<file path="src/rtl/frame_writer.sv">
// frame_writer: raster pixel stream to frame-buffer write strobes.
// Optional 2:1 decimation and horizontal mirror, latched per frame.
module frame_writer #(
    parameter int WIDTH  = 240,
    parameter int HEIGHT = 320,
    parameter int ADDR_W = 17,
    parameter int DATA_W = 16
) (
    input  logic              clk_in,
    input  logic              rst_in,
    input  logic              sof_in,
    input  logic              valid_in,
    input  logic              eol_in,
    input  logic [DATA_W-1:0] data_in,
    input  logic [1:0]        scale_in,
    input  logic              mirror_in,
    output logic [ADDR_W-1:0] addr_out,
    output logic [DATA_W-1:0] data_out,
    output logic              we_out,
    output logic              frame_done_out,
    output logic              busy_out
);

    localparam int CNT_W = 16;

    typedef enum logic [1:0] {
        WAIT_SOF,
        CAPTURE,
        DONE
    } state_t;

    state_t              state_q, state_d;
    logic                dec_q, dec_d;
    logic                mir_q, mir_d;
    logic [CNT_W-1:0]    col_q, col_d;
    logic [CNT_W-1:0]    row_q, row_d;
    logic [ADDR_W-1:0]   base_q, base_d;
    logic [ADDR_W-1:0]   addr_q, addr_d;
    logic [DATA_W-1:0]   data_q, data_d;
    logic                we_q, we_d;
    logic                done_q, done_d;

    // Effective per-cycle view: a sof restarts the frame in the same cycle
    logic                active;
    logic                dec;
    logic                mir;
    logic [CNT_W-1:0]    col;
    logic [CNT_W-1:0]    row;
    logic [ADDR_W-1:0]   base;
    logic                keep;
    logic                keep_row;
    logic                last_row;
    logic [CNT_W-1:0]    oc;
    logic [ADDR_W-1:0]   acol;

    // Next-state, counters and write strobe generation
    always_comb begin
        state_d  = state_q;
        dec_d    = dec_q;
        mir_d    = mir_q;
        col_d    = col_q;
        row_d    = row_q;
        base_d   = base_q;
        addr_d   = addr_q;
        data_d   = data_q;
        we_d     = 1'b0;
        done_d   = 1'b0;
        active   = (state_q == CAPTURE);
        dec      = dec_q;
        mir      = mir_q;
        col      = col_q;
        row      = row_q;
        base     = base_q;

        if (sof_in) begin
            active  = 1'b1;
            dec     = (scale_in == 2'b01);
            mir     = mirror_in;
            col     = '0;
            row     = '0;
            base    = '0;
            state_d = CAPTURE;
            dec_d   = dec;
            mir_d   = mir;
            col_d   = '0;
            row_d   = '0;
            base_d  = '0;
        end

        keep_row = !dec || !row[0];
        keep     = keep_row && (!dec || !col[0]);
        oc       = dec ? (col >> 1) : col;
        acol     = mir ? (ADDR_W'(WIDTH - 1) - ADDR_W'(oc))
                       : ADDR_W'(oc);
        last_row = dec ? (row == CNT_W'(2 * HEIGHT - 1))
                       : (row == CNT_W'(HEIGHT - 1));

        if (active) begin
            if (valid_in) begin
                // Saturate so overlong lines can never wrap back in range
                if (col != '1) begin
                    col_d = col + CNT_W'(1);
                end
                if (keep && (oc < CNT_W'(WIDTH))) begin
                    we_d   = 1'b1;
                    addr_d = acol + base;
                    data_d = data_in;
                end
            end
            if (eol_in) begin
                col_d = '0;
                row_d = row + CNT_W'(1);
                if (keep_row) begin
                    base_d = base + ADDR_W'(WIDTH);
                end
                if (last_row) begin
                    state_d = DONE;
                    done_d  = 1'b1;
                end
            end
        end
    end

    // State and output registers
    always_ff @(posedge clk_in or posedge rst_in) begin
        if (rst_in) begin
            state_q <= WAIT_SOF;
            dec_q   <= 1'b0;
            mir_q   <= 1'b0;
            col_q   <= '0;
            row_q   <= '0;
            base_q  <= '0;
            addr_q  <= '0;
            data_q  <= '0;
            we_q    <= 1'b0;
            done_q  <= 1'b0;
        end else begin
            state_q <= state_d;
            dec_q   <= dec_d;
            mir_q   <= mir_d;
            col_q   <= col_d;
            row_q   <= row_d;
            base_q  <= base_d;
            addr_q  <= addr_d;
            data_q  <= data_d;
            we_q    <= we_d;
            done_q  <= done_d;
        end
    end

    assign addr_out       = addr_q;
    assign data_out       = data_q;
    assign we_out         = we_q;
    assign frame_done_out = done_q;
    assign busy_out       = (state_q == CAPTURE);

endmodule

</file>
<file path="config.mk">
export PLATFORM = sky130hd
export DESIGN_NAME = frame_writer
export DESIGN_NICKNAME = d
export VERILOG_FILES = /design/src/rtl/frame_writer.sv
export SDC_FILE = /design/constraint.sdc
export NUM_CORES = 1
export LEC_CHECK = 0
export ABC_AREA = 1
export CAP_MARGIN = 20
export CORE_MARGIN = 2
export CORE_UTILIZATION = 40
export CTS_CLUSTER_DIAMETER = 60
export DETAILED_ROUTE_END_ITERATION = 16
export PLACE_DENSITY = 0.58
export SETUP_SLACK_MARGIN = 0.5
export SLEW_MARGIN = 20
export SYNTH_ARGS = -nofsm -noshare
export SYNTH_HDL_FRONTEND = slang
export SYNTH_SLANG_ARGS = --single-unit
</file>
<file path="constraint.sdc">
create_clock -name clk_in -period 3.3 [get_ports clk_in]
set_input_delay 0.495 -clock clk_in [delete_from_list [all_inputs] [get_ports clk_in]]
set_output_delay 0.495 -clock clk_in [all_outputs]
set_load 0.05 [all_outputs]
</file>
==> results.md, run 1 <==
Floorplanning:
- In this run the horizontal extent of the chip is roughly 120 um.
- The total area inside the core boundary comes to roughly 0.014 mm2.
- The I/O pin count is 60.
- From bottom edge to top edge, the die measures ~120 um.
- After floorplanning, the core was divided into 43 placement rows.
- The initial core utilization is 40.5%.
- The die covers 0.0149 mm2.

Global route:
- Entering global routing, the biggest net connects 46 pins.
- For met1 alone, demand over resource in global routing was 26.0%.
- The met3 usage is under 10%.
- In this run the most used layer during global routing was met2.
- The wire length of the first global-routing pass is 24,600 um.
- The total congestion overflow is 0.
- The initial antenna violation count was 0.
- The global-route usage over all layers is about a fifth.
- Global routing consumed, on the met2 layer, 36.0% of the routing resources.
- The via count of the first global-routing pass is about 5,300.

Clocking:
- The clock slew seen by the registers of the worst setup and hold paths is approximately 0.07 ns.
- Buffers inserted to repair hold after CTS numbered 0.
- Buffers inserted during clock tree synthesis total 9.
- For the worst-skew pair, the clock arrives at the later sink with an insertion delay of 0.35 ns.
- The cell chosen for the clock root is sky130_fd_sc_hd__clkbuf_16.
- Counting along the longest clock path gives a buffer depth of 2.
- The TritonCTS clock tree is built.
- Clock tree synthesis found a total of 88 sinks.
- The number of levels the H-tree was split into is 3.

Yosys:
- The mean post-synth cell area is 7.21 um2.
- The count of mapped cells out of synthesis is between 700 and 800.
- Summing every instance area after synthesis gives 0.00558 mm2.
- Of all flip-flops after synthesis, the portion carrying an async set or reset was between 90% and 100%.
- The yosys synthesis warning count is 0.
- The cell with the most instances after synthesis is sky130_fd_sc_hd__nand2_1.
- The cell type with the highest aggregate area in the netlist is sky130_fd_sc_hd__dfrtp_1.
- In this run the biggest area consumer among cell types represents between 30 and 40% of the synthesized area.
- The net count after synthesis is roughly 820.
- The distinct cell type count after synthesis is 35.
- The number of synthesized flops with an enable pin is 0.
- Sorting the synthesized cells by area gives the leading types as sky130_fd_sc_hd__dfrtp_1 39%, sky130_fd_sc_hd__nand2_1 15%, sky130_fd_sc_hd__inv_1 6.5%, sky130_fd_sc_hd__nor2_1 5.7%, sky130_fd_sc_hd__nand3_1 5.3%.
- The top flip-flop cell by instance count after synthesis is sky130_fd_sc_hd__dfrtp_1.
- Sorting the synthesized cells by how often they occur yields 220 x sky130_fd_sc_hd__nand2_1, 97 x sky130_fd_sc_hd__inv_1, 88 x sky130_fd_sc_hd__dfrtp_1, 85 x sky130_fd_sc_hd__nor2_1, 59 x sky130_fd_sc_hd__nand3_1.
- The post-synthesis sequential area ratio is between 30 and 40%.
- The number of register bits inferred by synthesis is 88.

Cells and area:
- The number of antenna diodes in the final layout is 0.
- The multi-input combinational cells in the finished layout cover a total of between 0.003 and 0.004 mm2.
- The finished cells cover about 0.0077 mm2.
- The area taken by flip-flops and latches is 0.00220 mm2.
- After filler insertion, the fill cell instance count of the layout stands at 1,314.
- For this run, the share of the core covered by cells in the final layout is 55.6%.
- The share of post-route cells with drive strength above 1 is between 20% and 30%.
- The net count of the finished layout is 969.
- The layout overhead on the synthesized area is 37.2%.

Place:
- Before CTS, the worst setup slack after placement is -0.252 ns.
- The count of buffers from port buffering is between 50 and 60.
- After detailed placement, the total cell area comes to between 0.006 and 0.007 mm2.
- The half-perimeter wire length after placement is 11,400 um.
- The weighted congestion at the end of routability-driven global placement is approximately 0.90.

Worst setup path:
- Together, buffers and inverters on the worst path number 2.
- The critical path capture point type is a flip-flop.
- Along the worst path, the maximum fanout reaches 6.
- The depth of the worst register-to-register path is 17.
- On the critical path, the stage with the largest delay is an instance of sky130_fd_sc_hd__dfrtp_2.
- For this run, the slowest stage of the critical path takes approximately 0.41 ns.
- Among the stages of the critical path, the cell type that occurs most often is sky130_fd_sc_hd__nor2_4.
- The kind of critical path is flip-flop to flip-flop.
- The launching element type of the critical path is a flip-flop.
- The data required time at the worst endpoint is approximately 3.5 ns.
- The category of cells accounting for the largest share of critical-path delay is simple AND/OR/NAND/NOR gates.
- The critical path goes through nand2_8, buf_6, a21oi_4, ha_2, nand3_2, nor2_4, nor2_4, nor2_4, a21oi_2, xnor2_1, ha_2, inv_2, nor3_4, nand3_1, nand2_1, xnor2_1, o21ai_1.
- Counting buffers and inverters, the worst setup path is 17 cells deep.
- The critical path arrival is about 2.9 ns.

STA:
- The clock period could shrink to around 2.7 ns.
- The worst clock skew on the final layout is 0.00832 ns.
- At the pin with the least slew margin, the transition time is just over 0.7 ns.
- The maximum operating frequency is 371 MHz.
- The worst slew slack as a fraction of its limit is 52.9%.
- Setup repair after global routing could not meet its margin everywhere.
- The ratio of final minimum period to clock period is 81.7%.
- The max-slew violation total from the final report is 0.
- Setup violations remaining at the end of the flow were counted as 0.
- In the post-route analysis, the smallest setup slack over all paths is 0.605 ns.
- The sum of negative setup slack is 0 ns.
- The final-report hold violation count came to 0.

Outcome:
- The flow ran to the end, and the final reports show no timing, DRC or antenna violations.

Job:
- The tool flagged a number of max-cap violations equal to 0.

Routing:
- Summing over every cut layer, the via total after detailed routing is 5,383.
- In the routed layout, each cell is associated on average with a via count of approximately 4.9.
- For this block, the initial DRC count from the detailed router was roughly 240.
- Once detail routing completed, the nets flagged for antenna violations numbered 0.
- The total iterations of the first detailed-routing run is 5.
- The routed design has around 15,000 um of wire.
- After detailed routing, the average wire length per cell comes to approximately 13 um.
- The total DRC errors in the routed layout is 0.

Power and ir drop:
- The total power consumption of the routed design is approximately 3.4 mW.
- The analysis attributes to cell leakage a power of between 3 and 4 nW.
- IR analysis of the VDD net gives a maximum drop of 0.000289 V.
- In this run the power density over the cells is 450 mW/mm2.

Hold path:
- The worst hold path belongs to the class flip-flop to flip-flop.
- Along the worst hold path, the cell count comes to 2.
==> stage by stage <==
| stage | instances | hold slack [ns] |
|---|---|---|
| floorplan | 774 | 0.463 |
| CTS | 1099 | 0.473 |
| detailed placement | 1077 | 0.457 |
| global placement | 1077 | 0.454 |
| finish | 1107 | 0.470 |
| global route | 1107 | 0.494 |
==> state kept, by name, summed over array words and instances (netlist names) <==
name            cells
addr_out           17
base_q             17
col_q              16
data_out           16
dec_q               1
frame_done_out      1
mir_q               1
row_q              16
state_q             2
we_out              1
==> area by class of cell <==
class	instances	share of cell area (%)
Clock inverter	6	0.882
Timing Repair Buffer	154	17.4
Sequential cell	88	28.8
Tap cell	180	2.94
Clock buffer	10	3.12
Inverter	104	5.18
Multi-Input combinational cell	565	41.8
==> layout by cell type (no fill, tap or decap), drive strengths merged, types with 22 or more instances in the layout <==
cell	Yosys	routed
a21oi	26	26
dfrtp	88	88
inv	103	102
ha	22	22
nand3	59	59
nor3	22	22
clkdlybuf4s50	0	57
buf	15	96
xor2	32	32
nand2	223	223
nor2	86	86
o21ai	42	42
==> path summary, 6_finish.rpt <==
| kind | from | end | slack (ns) |
|---|---|---|---|
| hold / removal | data_out[4] | data_out[4] | 0.47 |
| setup reg to reg | dec_q | addr_out[15] | 0.61 |
| setup / recovery | dec_q | addr_out[15] | 0.61 |
| hold reg to reg | data_out[4] | data_out[4] | 0.47 |
| min in group asynchronous | rst_in | col_q[10] | 0.54 |
| max in group asynchronous | rst_in | base_q[7] | 2.05 |
==> where the power goes <==
part           internal [mW]  switching, mW
Combinational          0.428          0.707
Sequential              1.19         0.0585
Clock                  0.610          0.452
==> tightest hold or removal path, cell delays in order, from the launching register on <==
cell	delay (ns)
sky130_fd_sc_hd__dfrtp_1	0.34
sky130_fd_sc_hd__nand2_1	0.05
sky130_fd_sc_hd__nand2_1	0.05
==> logic make-up (layout without fill, tap and decap cells) <==
logic type,Yosys count,after routing,share of synthesized area [%]
adder cells (fa/ha/maj),23,23,5.29
AND/OR/NAND/NOR,411,411,30.8
buffers and inverters,121,274,8.76
XOR/XNOR,51,51,8.00
AO/OA/AOI/OAI,80,80,7.64
flip-flops,88,88,39.5
==> repair_timing <==
item,4_1_cts,5_1_grt
pin swaps,9,29
resized for setup,16,60
buffers inserted,6,8
endpoints found under the setup margin,13,12
==> routing by layer <==
layer	part of all wire, %	wire, um	vias to the layer above
li1	-	-	2747
met1	45	6650	2503
met2	49	7360	108
met3	3.9	575	25
met4	2.2	332	0
met5	0	0	-
Power figures use the tool's default switching activity.
==> inputs of run 2 (changes only) <==
==> constraint.sdc (replaced) <==
create_clock -name clk_in -period 2.83 [get_ports clk_in]
set_input_delay 0.4245 -clock clk_in [delete_from_list [all_inputs] [get_ports clk_in]]
set_output_delay 0.4245 -clock clk_in [all_outputs]
set_load 0.05 [all_outputs]
==> run 2 against run 1 <==
  * The run now ends with setup timing left
  * Critical path depth increased by 1
  * Register-to-register slack got worse by 0.62 ns
  * Clock power increased by 10%
  * Worst setup slack got worse by 0.62 ns
  * Die area unchanged
  * Via count increased by 2.5%
  * Clock-buffer cell count unchanged
  * Routed wire length increased by 3.1%
  * Global-route usage about the same
  * Cell count increased by 2.3%
  * Non-clock buffer count increased by 26
  * Fmax decreased by 5.3%
  * Critical endpoint unchanged
==> results.md, run 2 (synthesis results as in run 1) <==
Outcome:
- The run finished, with violations left.
- The final reports fail on setup timing.

Floorplanning:
- In this run the standard cell core region covers around 0.014 mm2.
- The die is ~120 um tall.
- The I/O pin count is 60.
- The area of the die is approximately 0.015 mm2.
- Measured along the x axis, the die boundary spans ~120 um.
- The number of rows created at floorplan is between 40 and 50.
- Once the floorplan was initialized, standard cells occupied ~41% of the core.

Cells and area:
- After routing the design area is just over 0.008 mm2.
- The number of antenna diodes in the final layout is 0.
- Relative to the synthesized area, the layout overhead comes to 46.9%.
- The net count reported at finish is 995.
- The share of post-route cells with drive strength above 1 is between 20% and 30%.
- Leaving out fill and tap cells, the most frequent cells in the layout are 196 x sky130_fd_sc_hd__nand2_1, 107 x sky130_fd_sc_hd__buf_4, 88 x sky130_fd_sc_hd__dfrtp_1.
- The most common cell after layout, fill and taps aside is sky130_fd_sc_hd__nand2_1.

Clocking:
- The maximum count of clock buffers along a single path is 2.
- CTS built an H-tree with a depth of 3.
- The clock insertion delay at the later pin of the skew report is approximately 0.35 ns.
- In this run, CTS created clock tree buffers numbering 9.
- After clock tree synthesis, the flow added hold-fix buffers numbering 0.
- The count of clock tree sinks is between 80 and 90.
- TritonCTS built the clock tree.
- Clock-pin slew was measured on the worst setup and hold paths at approximately 0.070 ns.
- The cell sitting at the root of the clock tree is a sky130_fd_sc_hd__clkbuf_16.

Routing:
- The total DRC errors in the routed layout is 0.
- Routed signal wires occupy layers up through met4.
- Before antenna repair, the detailed router went through 4 iterations.
- For this block, wires on met1 add up to between 7000 and 8000 um.
- The remaining antenna violation count after routing is 0.
- The via density per instance is roughly 4.9.
- The routed length on met2 is about 7500 um.
- The final layout contains routed wiring with a total length of ~15,000 um.
- The met3 routed wirelength is between 400 and 500 um.
- The via count is between 5,000 and 6,000.
- After detailed routing, the average wire length per cell comes to 13.6 um.
- The DRC marker count from the first detailed-route iteration is 280.

STA:
- The final-report hold violation count is 0.
- The worst pin sits at a relative slew slack of a little under three fifths.
- After layout, the worst path uses 100% of the clock period.
- Adding up every negative setup slack in the final design gives -0.0141 ns.
- The worst setup slack after layout is -0.0141 ns.
- For the pin with the worst max-slew slack, the measured transition is 0.632 ns.
- For the final database, setup skew stands at roughly 0.0069 ns.
- Setup violations remaining at the end of the flow were counted as 1.
- The max-slew violation total from the final report is 0.
- Setup repair after global routing could not meet its margin everywhere.
- Timing would allow up to 352 MHz.
- The smallest clock period supported by the final layout is computed as ~2.8 ns.

Worst setup path:
- The endpoint identified for the worst register-to-register timing path is addr_out[15].
- The data required time at the worst endpoint is 3.06 ns.
- The launching element type of the critical path is a flip-flop.
- The reg-to-reg setup timing slack is -0.01 ns.
- In this run the worst path has a maximum fanout of 4.
- The depth of the worst register-to-register path is 18.
- For the worst setup path, the data arrival time is 3.08 ns.
- STA classifies the critical path endpoint as a flip-flop.
- The startpoint identified for the worst register-to-register timing path is col_q[6].
- The critical path in this run is classified as flip-flop to flip-flop.

Power and ir drop:
- Per report_power, the clock group accounts for between 20 and 30% of the total.
- In this run the static leakage power is 4.06 nW.
- In this run the power spent charging and discharging nets is between 1 and 1.5 mW.
- The power per unit of standard cell area is a little under 500 mW/mm2.
- The sequential share of power is between 30% and 40%.
- The relative contribution of combinational cells to total power is ~35%.
- VDD sags by at most 0.000266 V.
- The design internal power is ~2.6 mW.
- The fraction of power spent switching nets is a little under two fifths.

Place:
- The count of buffers from port buffering is just under 60.
- After detailed placement, the total cell area comes to about 0.0071 mm2.
- The half-perimeter wire length after placement is 11,100 um.
- At the end of routability-driven placement, the weighted congestion stood at slightly below 0.9.

Global route:
- The initial antenna violation count came to 0.
- The global-route usage over all layers is a little over a fifth.
- The via count of the first global-routing pass is around 5,300.
- After global routing the overflow that remains totals 0.
- The first global-routing pass estimated approximately 25,000 um of wire.
- Entering global routing, the biggest net connects 89 pins.

Job:
- The count of max-cap constraint violations is 0.

Hold path:
- The worst hold path depth is 2.
- The worst hold path begins at data_out[9].
- The worst min-delay path class is flip-flop to flip-flop.
- The worst hold path terminates at data_out[9].
run 2: cell types whose count changed in the layout (fill, tap and decap cells not counted), sizes merged:
cell	previous run	this run
buf	96	122
inv	102	105
bufinv	1	0
clkinvlp	2	4
clkinv	5	1
run 2: worst max path at each step:
stage,start,endpoint,slack [ns]
4_1_cts,col_q[5],addr_out[15],0.17
3_5_place_dp,sof_in,addr_out[15],-0.22
2_1_floorplan,dec_q,addr_out[16],0.18
3_3_place_gp,sof_in,addr_out[16],-0.16
5_1_grt,col_q[5],addr_out[15],-0.19
6_report,col_q[6],addr_out[15],-0.01
run 2: final cells by class:
type | count | area, um2
clock buffers | 10 | 239
clock inverters | 6 | 51.3
fillers | 1235 | 5570
inverters | 104 | 410
multi-input cells | 565 | 3510
flip-flops and latches | 88 | 2200
well taps | 180 | 225
repair buffers | 180 | 1560
run 2: worst max-delay path, stage by stage (launching register included):
cell	delay (ns)
sky130_fd_sc_hd__dfrtp_1	0.40
sky130_fd_sc_hd__nand2_2	0.10
sky130_fd_sc_hd__inv_1	0.06
sky130_fd_sc_hd__nor2_2	0.10
sky130_fd_sc_hd__a21oi_2	0.06
sky130_fd_sc_hd__ha_2	0.19
sky130_fd_sc_hd__buf_4	0.13
sky130_fd_sc_hd__buf_6	0.10
sky130_fd_sc_hd__nor2_2	0.10
sky130_fd_sc_hd__xor2_1	0.15
sky130_fd_sc_hd__ha_1	0.31
sky130_fd_sc_hd__a21o_1	0.20
sky130_fd_sc_hd__a21oi_2	0.15
sky130_fd_sc_hd__nand2_2	0.10
sky130_fd_sc_hd__buf_6	0.13
sky130_fd_sc_hd__nand3_1	0.08
sky130_fd_sc_hd__nand2_1	0.08
sky130_fd_sc_hd__xnor2_1	0.17
sky130_fd_sc_hd__o21ai_1	0.09
run 2: through the flow:
stage	power, mW	cells	worst slack [ns]	hold WS (ns)	util [%]
floorplan	2.30	774	0.179	0.463	-
global placement	2.75	1086	-0.164	0.455	51.8
detailed placement	2.77	1086	-0.224	0.458	51.8
CTS	3.99	1120	0.172	0.475	55.7
global route	4.30	1133	-0.194	0.503	59.5
finish	4.08	1133	-0.0141	0.471	59.5
run 2: power by group through the flow:
stage	logic (mW)	registers (mW)	clock network (mW)
final	1.45	1.46	1.17
after global routing	1.56	1.47	1.26
after floorplan	0.462	1.83	0
after global placement	1.28	1.48	0
after detailed placement	1.29	1.48	0
after CTS	1.33	1.46	1.21
run 2: routing by layer:
metal / global-route usage, % / vias up
met5: 0 / -
met3: 3.04 / 21
met2: 34.9 / 107
met4: 7.90 / 0
met1: 27.4 / 2590
li1: - / 2799
run 2: timing repair:
action / 4_1_cts / 5_1_grt
pin swaps: 19 / 51
buffers inserted: 18 / 13
endpoints found under the setup margin: 18 / 37
cloned: 0 / 0
gates resized for setup: 31 / 102
